## config.mk

```make
export PLATFORM = sky130hd
export DESIGN_NAME = cordic_nco_ctrl
export DESIGN_NICKNAME = d
export VERILOG_FILES = /design/src/rtl/cordic_pkg.sv /design/src/rtl/nco_phase_acc.sv /design/src/rtl/cordic_nco_ctrl.sv
export SDC_FILE = /design/constraint.sdc
export NUM_CORES = 1
export LEC_CHECK = 0
export CAP_MARGIN = 10
export CORE_MARGIN = 2
export CORE_UTILIZATION = 30
export CTS_CLUSTER_DIAMETER = 80
export DETAILED_ROUTE_END_ITERATION = 12
export PLACE_DENSITY_LB_ADDON = 0.15
export RECOVER_POWER = 100
export SETUP_SLACK_MARGIN = 0.02
export SLEW_MARGIN = 40
export SYNTH_ARGS = -nofsm -noshare
export SYNTH_HDL_FRONTEND = slang
export SYNTH_SLANG_ARGS = --single-unit
```

## constraint.sdc

```tcl
create_clock -name clk -period 4.4 [get_ports clk]
set_clock_uncertainty 0.15 [all_clocks]
set_input_delay 0.88 -clock clk [delete_from_list [all_inputs] [get_ports clk]]
set_output_delay 0.88 -clock clk [all_outputs]
set_load 0.05 [all_outputs]
```

## src/rtl/cordic_pkg.sv

```systemverilog
// Shared definitions for the NCO front end and the CORDIC rotator it feeds.
package cordic_pkg;

  localparam int PHASE_W = 32;
  localparam int DATA_W  = 16;

  localparam logic [31:0] PH_0   = 32'h0000_0000;
  localparam logic [31:0] PH_90  = 32'h4000_0000;
  localparam logic [31:0] PH_180 = 32'h8000_0000;
  localparam logic [31:0] PH_270 = 32'hC000_0000;

  typedef enum logic [2:0] {
    ST_IDLE,
    ST_WAIT_TICK,
    ST_LAUNCH,
    ST_WAIT_RESULT,
    ST_PUSH
  } nco_state_e;

endpackage

```

## src/rtl/nco_phase_acc.sv

```systemverilog
// Phase accumulator: advances by ftw on every sample tick, zeroed by phase_clr.
module nco_phase_acc #(
  parameter int PHASE_W = cordic_pkg::PHASE_W
) (
  input  logic               clk,
  input  logic               rst,
  input  logic               tick,
  input  logic               phase_clr,
  input  logic [PHASE_W-1:0] ftw,
  input  logic [PHASE_W-1:0] ofs,
  output logic [PHASE_W-1:0] launch_angle
);
  import cordic_pkg::*;

  logic [PHASE_W-1:0] acc;

  // A clear coinciding with a tick wins; that tick launches from zero phase.
  always_ff @(posedge clk) begin
    if (rst)            acc <= PHASE_W'(PH_0);
    else if (phase_clr) acc <= PHASE_W'(PH_0);
    else if (tick)      acc <= acc + ftw;
  end

  assign launch_angle = (phase_clr ? PHASE_W'(PH_0) : acc) + ofs;

endmodule

```

## src/rtl/cordic_nco_ctrl.sv

```systemverilog
// NCO sequencer: ticks a phase accumulator, launches the CORDIC, and registers
// each sine/cosine result into a ready/valid output stage.
//
// state          | meaning
// ST_IDLE        | stopped, waiting for enable
// ST_WAIT_TICK   | armed, next sample tick launches a rotation
// ST_LAUNCH      | start_out high this cycle, timeout timer loaded
// ST_WAIT_RESULT | waiting for data_valid from the rotator
// ST_PUSH        | result held, output register still occupied
module cordic_nco_ctrl #(
  parameter int PHASE_W = cordic_pkg::PHASE_W,
  parameter int DATA_W  = cordic_pkg::DATA_W,
  parameter int PER_W   = 16,
  parameter int TIMEOUT = 64
) (
  input  logic               clk,
  input  logic               rst,
  input  logic               enable,
  input  logic               cfg_load,
  input  logic               phase_clr,
  input  logic [PHASE_W-1:0] ftw_in,
  input  logic [PHASE_W-1:0] phase_ofs_in,
  input  logic [PER_W-1:0]   period_in,
  output logic [PHASE_W-1:0] angle_out,
  output logic               start_out,
  input  logic               cordic_valid_in,
  input  logic [DATA_W-1:0]  cordic_sin_in,
  input  logic [DATA_W-1:0]  cordic_cos_in,
  output logic [DATA_W-1:0]  sample_sin,
  output logic [DATA_W-1:0]  sample_cos,
  output logic               sample_valid,
  input  logic               sample_ready,
  output logic               busy,
  output logic               overrun,
  output logic               timeout_err
);
  import cordic_pkg::*;

  localparam int TMR_W = $clog2(TIMEOUT) + 1;

  logic [PHASE_W-1:0] ftw_q;
  logic [PHASE_W-1:0] ofs_q;
  logic [PER_W-1:0]   period_q;
  logic [PER_W-1:0]   per_last;
  logic [PER_W-1:0]   tick_cnt;
  logic               tick_q;
  logic               tick;
  logic [PHASE_W-1:0] launch_angle;
  logic [TMR_W-1:0]   tmr;
  logic               out_free;
  nco_state_e         state;

  always_ff @(posedge clk) begin
    if (rst) begin
      ftw_q    <= '0;
      ofs_q    <= '0;
      period_q <= '0;
    end else if (cfg_load) begin
      ftw_q    <= ftw_in;
      ofs_q    <= phase_ofs_in;
      period_q <= period_in;
    end
  end

  // >= keeps the counter bounded when the period is shortened mid-count.
  assign per_last = (period_q == '0) ? '0 : period_q - PER_W'(1);

  always_ff @(posedge clk) begin
    if (rst) begin
      tick_cnt <= '0;
      tick_q   <= 1'b0;
    end else begin
      tick_q <= 1'b0;
      if (enable) begin
        if (tick_cnt >= per_last) begin
          tick_cnt <= '0;
          tick_q   <= 1'b1;
        end else begin
          tick_cnt <= tick_cnt + PER_W'(1);
        end
      end
    end
  end

  assign tick = tick_q & enable;

  nco_phase_acc #(.PHASE_W(PHASE_W)) u_phase_acc (
    .clk          (clk),
    .rst          (rst),
    .tick         (tick),
    .phase_clr    (phase_clr),
    .ftw          (ftw_q),
    .ofs          (ofs_q),
    .launch_angle (launch_angle)
  );

  assign out_free = !sample_valid || sample_ready;
  assign busy     = (state != ST_IDLE);

  always_ff @(posedge clk) begin
    if (rst) begin
      state        <= ST_IDLE;
      angle_out    <= '0;
      start_out    <= 1'b0;
      tmr          <= '0;
      sample_sin   <= '0;
      sample_cos   <= '0;
      sample_valid <= 1'b0;
      overrun      <= 1'b0;
      timeout_err  <= 1'b0;
    end else begin
      start_out <= 1'b0;
      if (sample_valid && sample_ready) sample_valid <= 1'b0;
      if (cfg_load) begin
        overrun     <= 1'b0;
        timeout_err <= 1'b0;
      end
      if (tick && state != ST_WAIT_TICK) overrun <= 1'b1;

      case (state)
        ST_IDLE: if (enable) state <= ST_WAIT_TICK;
        ST_WAIT_TICK: begin
          if (tick) begin
            angle_out <= launch_angle;
            start_out <= 1'b1;
            state     <= ST_LAUNCH;
          end else if (!enable) begin
            state <= ST_IDLE;
          end
        end
        ST_LAUNCH: begin
          tmr   <= TMR_W'(TIMEOUT - 2);
          state <= ST_WAIT_RESULT;
        end
        ST_WAIT_RESULT: begin
          // A free output register takes the result straight away (1-cycle latency).
          if (cordic_valid_in) begin
            if (out_free) begin
              sample_sin   <= cordic_sin_in;
              sample_cos   <= cordic_cos_in;
              sample_valid <= 1'b1;
              state        <= enable ? ST_WAIT_TICK : ST_IDLE;
            end else begin
              state <= ST_PUSH;
            end
          end else if (tmr == '0) begin
            timeout_err <= 1'b1;
            state       <= ST_WAIT_TICK;
          end else begin
            tmr <= tmr - TMR_W'(1);
          end
        end
        ST_PUSH: begin
          if (out_free) begin
            sample_sin   <= cordic_sin_in;
            sample_cos   <= cordic_cos_in;
            sample_valid <= 1'b1;
            state        <= enable ? ST_WAIT_TICK : ST_IDLE;
          end
        end
        default: state <= ST_IDLE;
      endcase
    end
  end

endmodule

```

==> out/results.txt <==
R2R setup slack - 0.54 ns
H-tree depth - 1
final number of hold-violating endpoints - 0
All-Layer GR Usage - 16.2%
Avg WL per Cell - 15.9 microns
post-synthesis net count - 1654
port bufs - 187
worst r2r dst - tick_cnt[7]
Diodes inserted - 0
violations in the final reports - max-capacitance violations, max-slew violations
post-synthesis async set-or-reset flop share - 0%
Most Frequent Cell on Critical Path - a31oi_1
hold path depth - 2
final setup margin - 0.389 ns
nets - 1810
Peak VDD IR - 0.000233 V
pre-CTS setup slack - 0.0995 ns
relative slew slack - -45.0%
Antenna Violating Nets Remaining - 0
routed vias/inst - 4.87
Mapped Avg Cell Area - 8.14 sq um
post-CTS resize count - 0
worst hold path type - register to register
crit-path max FO - 4
FMAX - 249 MHz
count of final setup violators - 0
EDFF count, synth - 0
CP bufs+invs - 2
Net Sw Frac - 23.9%
status - finished, violations left
Cell Pwr Density - 308 mW/mm^2
Starting Density - 30.5%
root buffer cell - clkbuf_16
Max clock buf depth - 3
Crit-path slowest cell - dlygate4sd3_1
Final Cell Area - 0.0150 sq mm
Reg clk slew, reported paths - 0.05 ns
largest net degree at the start of global routing - 75
synthesized flop and latch total - 207
post-CTS setup buffer count - 0
Largest stage delay, worst path - 0.58 ns
DP HPWL - 25800 microns
CP delay by family, top - compound AO/OA/AOI/OAI gates
max cap viols - 3
Yosys top cell by area - dfxtp_1
drt pass-1 iters - 5
vias in the first global route - 10100
Die X - 202 microns
Reg2Reg Depth - 14
Residual DRC - 0
ys flop type - dfxtp_1
overall power - 4630 uW
Hold Path Sink - angle_out[14]
crit path cell chain - dlygate4sd3_1, nor2b_1, ha_1, inv_1, fa_1, and2b_1, o31ai_2, a21oi_2, a31oi_1, o21ai_0, a41o_1, nand2_1, or4_1, a31oi_1
Setup TNS - 0 ns
Critical Path End Type - register
GPL Wtd Cong - 0.877
Cell Area, Placed - 0.0142 sq mm
IO Count - 188
clk_lat worst skew - 0.55 ns
Die Area - 0.0409 sq mm
hold_buf cts - 0
register area - 0.00414 sq mm
Yosys warnings - 0
Comb power frac - 10.0%
Data required, critical path - 4.70 ns
TritonCTS Buffers - 27
CTS tree - done
synth top area cells - dfxtp_1, ha_1, mux2i_1
layout filler cell count - 4046
Seq pwr share - 42.5%
initial DRC count - 539
layout cells sized above 1 - 4.80%
Rows - 72
Synth cell types - 71
clock sink count - 207
post-synthesis cell count - 1450
via count - 10400
final worst-path cycle share - 91.1%
Total Routed Length - 34000 microns
worst r2r src - period_q[2]
Setup CP Type - input pin to register
initial antenna violation count - 0
fin. max-slew vios - 156
RSZ-0062 raised after global routing - false
area of the multi-input gates - 0.00723 sq mm
P&R area growth vs syn - 27.2%
Core Area - 0.0387 sq mm
Die Y - 202 microns
internal power - 3520 uW
Clock power frac - 47.5%
first-pass GRT wire length - 54200 microns
total grt overflow - 0
share of the synthesized area in the top cell type - 35.1%
NetSw - 1110 uW
synthesized area - 0.0118 sq mm
Seq/Total Area, Yosys - 35.1%
fin crit period - 4.01 ns
crit path DAT - 4.31 ns
final core occ - 38.8%
LEAKAGE - 0.00644 uW
worst-margin pin slew - 2.18 ns
Hold Startpoint - angle_out[14]
Setup crit start kind - input pin
## cells in the mapped netlist (3+ instances only)
cell,number
o22ai_1,3
o21a_1,8
xor2_1,42
o21bai_1,10
ha_1,83
o21ai_0,46
a21boi_0,3
nand2_1,209
and2_1,4
nand2b_1,17
xnor2_1,31
dfxtp_1,207
a21oi_1,142
buf_1,9
buf_2,6
nor4b_1,3
clkbuf_1,65
nand3_1,22
a22o_1,4
nor2_1,142
inv_1,29
a211oi_1,16
o31ai_1,5
nor3_1,43
nand3b_1,4
a31oi_1,5
o21ai_1,9
nor2b_1,42
nand4_1,21
o31a_1,3
and3_1,9
mux2i_1,82
nor4_1,5
a21o_1,43
or2_2,5
o211ai_1,5
or4_1,4
or3_1,10
a211o_1,5
a2111oi_0,4
## sequential cells by signal (all words and copies together), names as in the netlist
signal,count
sample_cos,16
tick_cnt,16
angle_out,32
overrun,1
state,3
period_q,16
tick_q,1
timeout_err,1
tmr,7
start_out,1
u_phase_acc.acc,32
ftw_q,32
sample_sin,16
sample_valid,1
ofs_q,32
## layer usage
metal	up-vias	GRT usage [%]	routed length (microns)
met2	207	26.4	15000
met1	4781	22.1	16400
met5	-	0	0
met3	44	2.84	1870
met4	0	4.33	724
li1	5413	-	-
## cell usage in the layout (no fill, tap or decap), types with 13 or more instances in the layout
| master | synthesis | layout |
|---|---|---|
| nor3_1 | 43 | 43 |
| buf_4 | 0 | 13 |
| a21o_1 | 43 | 43 |
| clkdlybuf4s50_1 | 0 | 113 |
| nand2_1 | 209 | 209 |
| inv_1 | 29 | 29 |
| dlygate4sd3_1 | 0 | 72 |
| clkbuf_16 | 0 | 27 |
| nand4_1 | 21 | 21 |
| dfxtp_1 | 207 | 207 |
| nor2_1 | 142 | 141 |
| o21ai_0 | 46 | 53 |
| nor2b_1 | 42 | 42 |
| a211oi_1 | 16 | 16 |
| xnor2_1 | 31 | 31 |
| mux2i_1 | 82 | 82 |
| nand2b_1 | 17 | 17 |
| ha_1 | 83 | 83 |
| xor2_1 | 42 | 42 |
| nand3_1 | 22 | 22 |
| a21oi_1 | 142 | 143 |
## cell type report
type | instances | area share, %
timing repair buffer | 209 | 13.3
inverter | 29 | 0.725
tap | 518 | 4.32
sequential | 207 | 27.6
clock buffer | 41 | 5.38
clock inverter | 7 | 0.567
multi-input combinational | 1132 | 48.1
## cells by family after synthesis
family / Yosys count / synth area share, %
adder cells (fa/ha/maj): 85 / 9.14
buffers and inverters: 111 / 3.61
XOR/XNOR: 73 / 5.42
flip-flops: 207 / 35.1
AO/OA/AOI/OAI: 339 / 18.2
AND/OR/NAND/NOR: 553 / 21.6
multiplexers: 82 / 6.95
## power groups by stage
stage	combinational [uW]	clock, uW	sequential (uW)
after global placement	466	0	2010
after CTS	470	2270	1970
after global routing	517	2360	1970
after floorplan	288	0	1990
after detailed placement	468	0	2010
final	461	2200	1970
## worst reg2reg max path, cell delays in order (launching register included)
cell,delay (ns)
dfxtp_1,0.34
or4_1,0.59
nor3_1,0.20
buf_4,0.16
nand3_1,0.10
or3_1,0.36
nor3_1,0.15
a21oi_1,0.07
ha_1,0.30
nand3_1,0.08
nor4_1,0.39
nand2_1,0.10
o21ai_1,0.35
buf_4,0.27
nor3_1,0.07
## worst max-delay path by stage
stage | cells after the start | endpoint | from
6_report | 14 | angle_out[26] | phase_clr
5_1_grt | 8 | angle_out[1] | enable
4_1_cts | 14 | tick_cnt[12] | period_q[2]
3_5_place_dp | 14 | angle_out[26] | phase_clr
3_3_place_gp | 13 | angle_out[31] | phase_clr
2_1_floorplan | 16 | tick_cnt[10] | period_q[2]
## through the flow
stage,cells,hold WS [ns]
floorplan,1450,0.290
global placement,2095,0.292
detailed placement,2095,0.297
CTS,2143,0.303
global route,2143,0.316
finish,2143,0.299
Note: power is estimated with default switching activity, not from simulation.
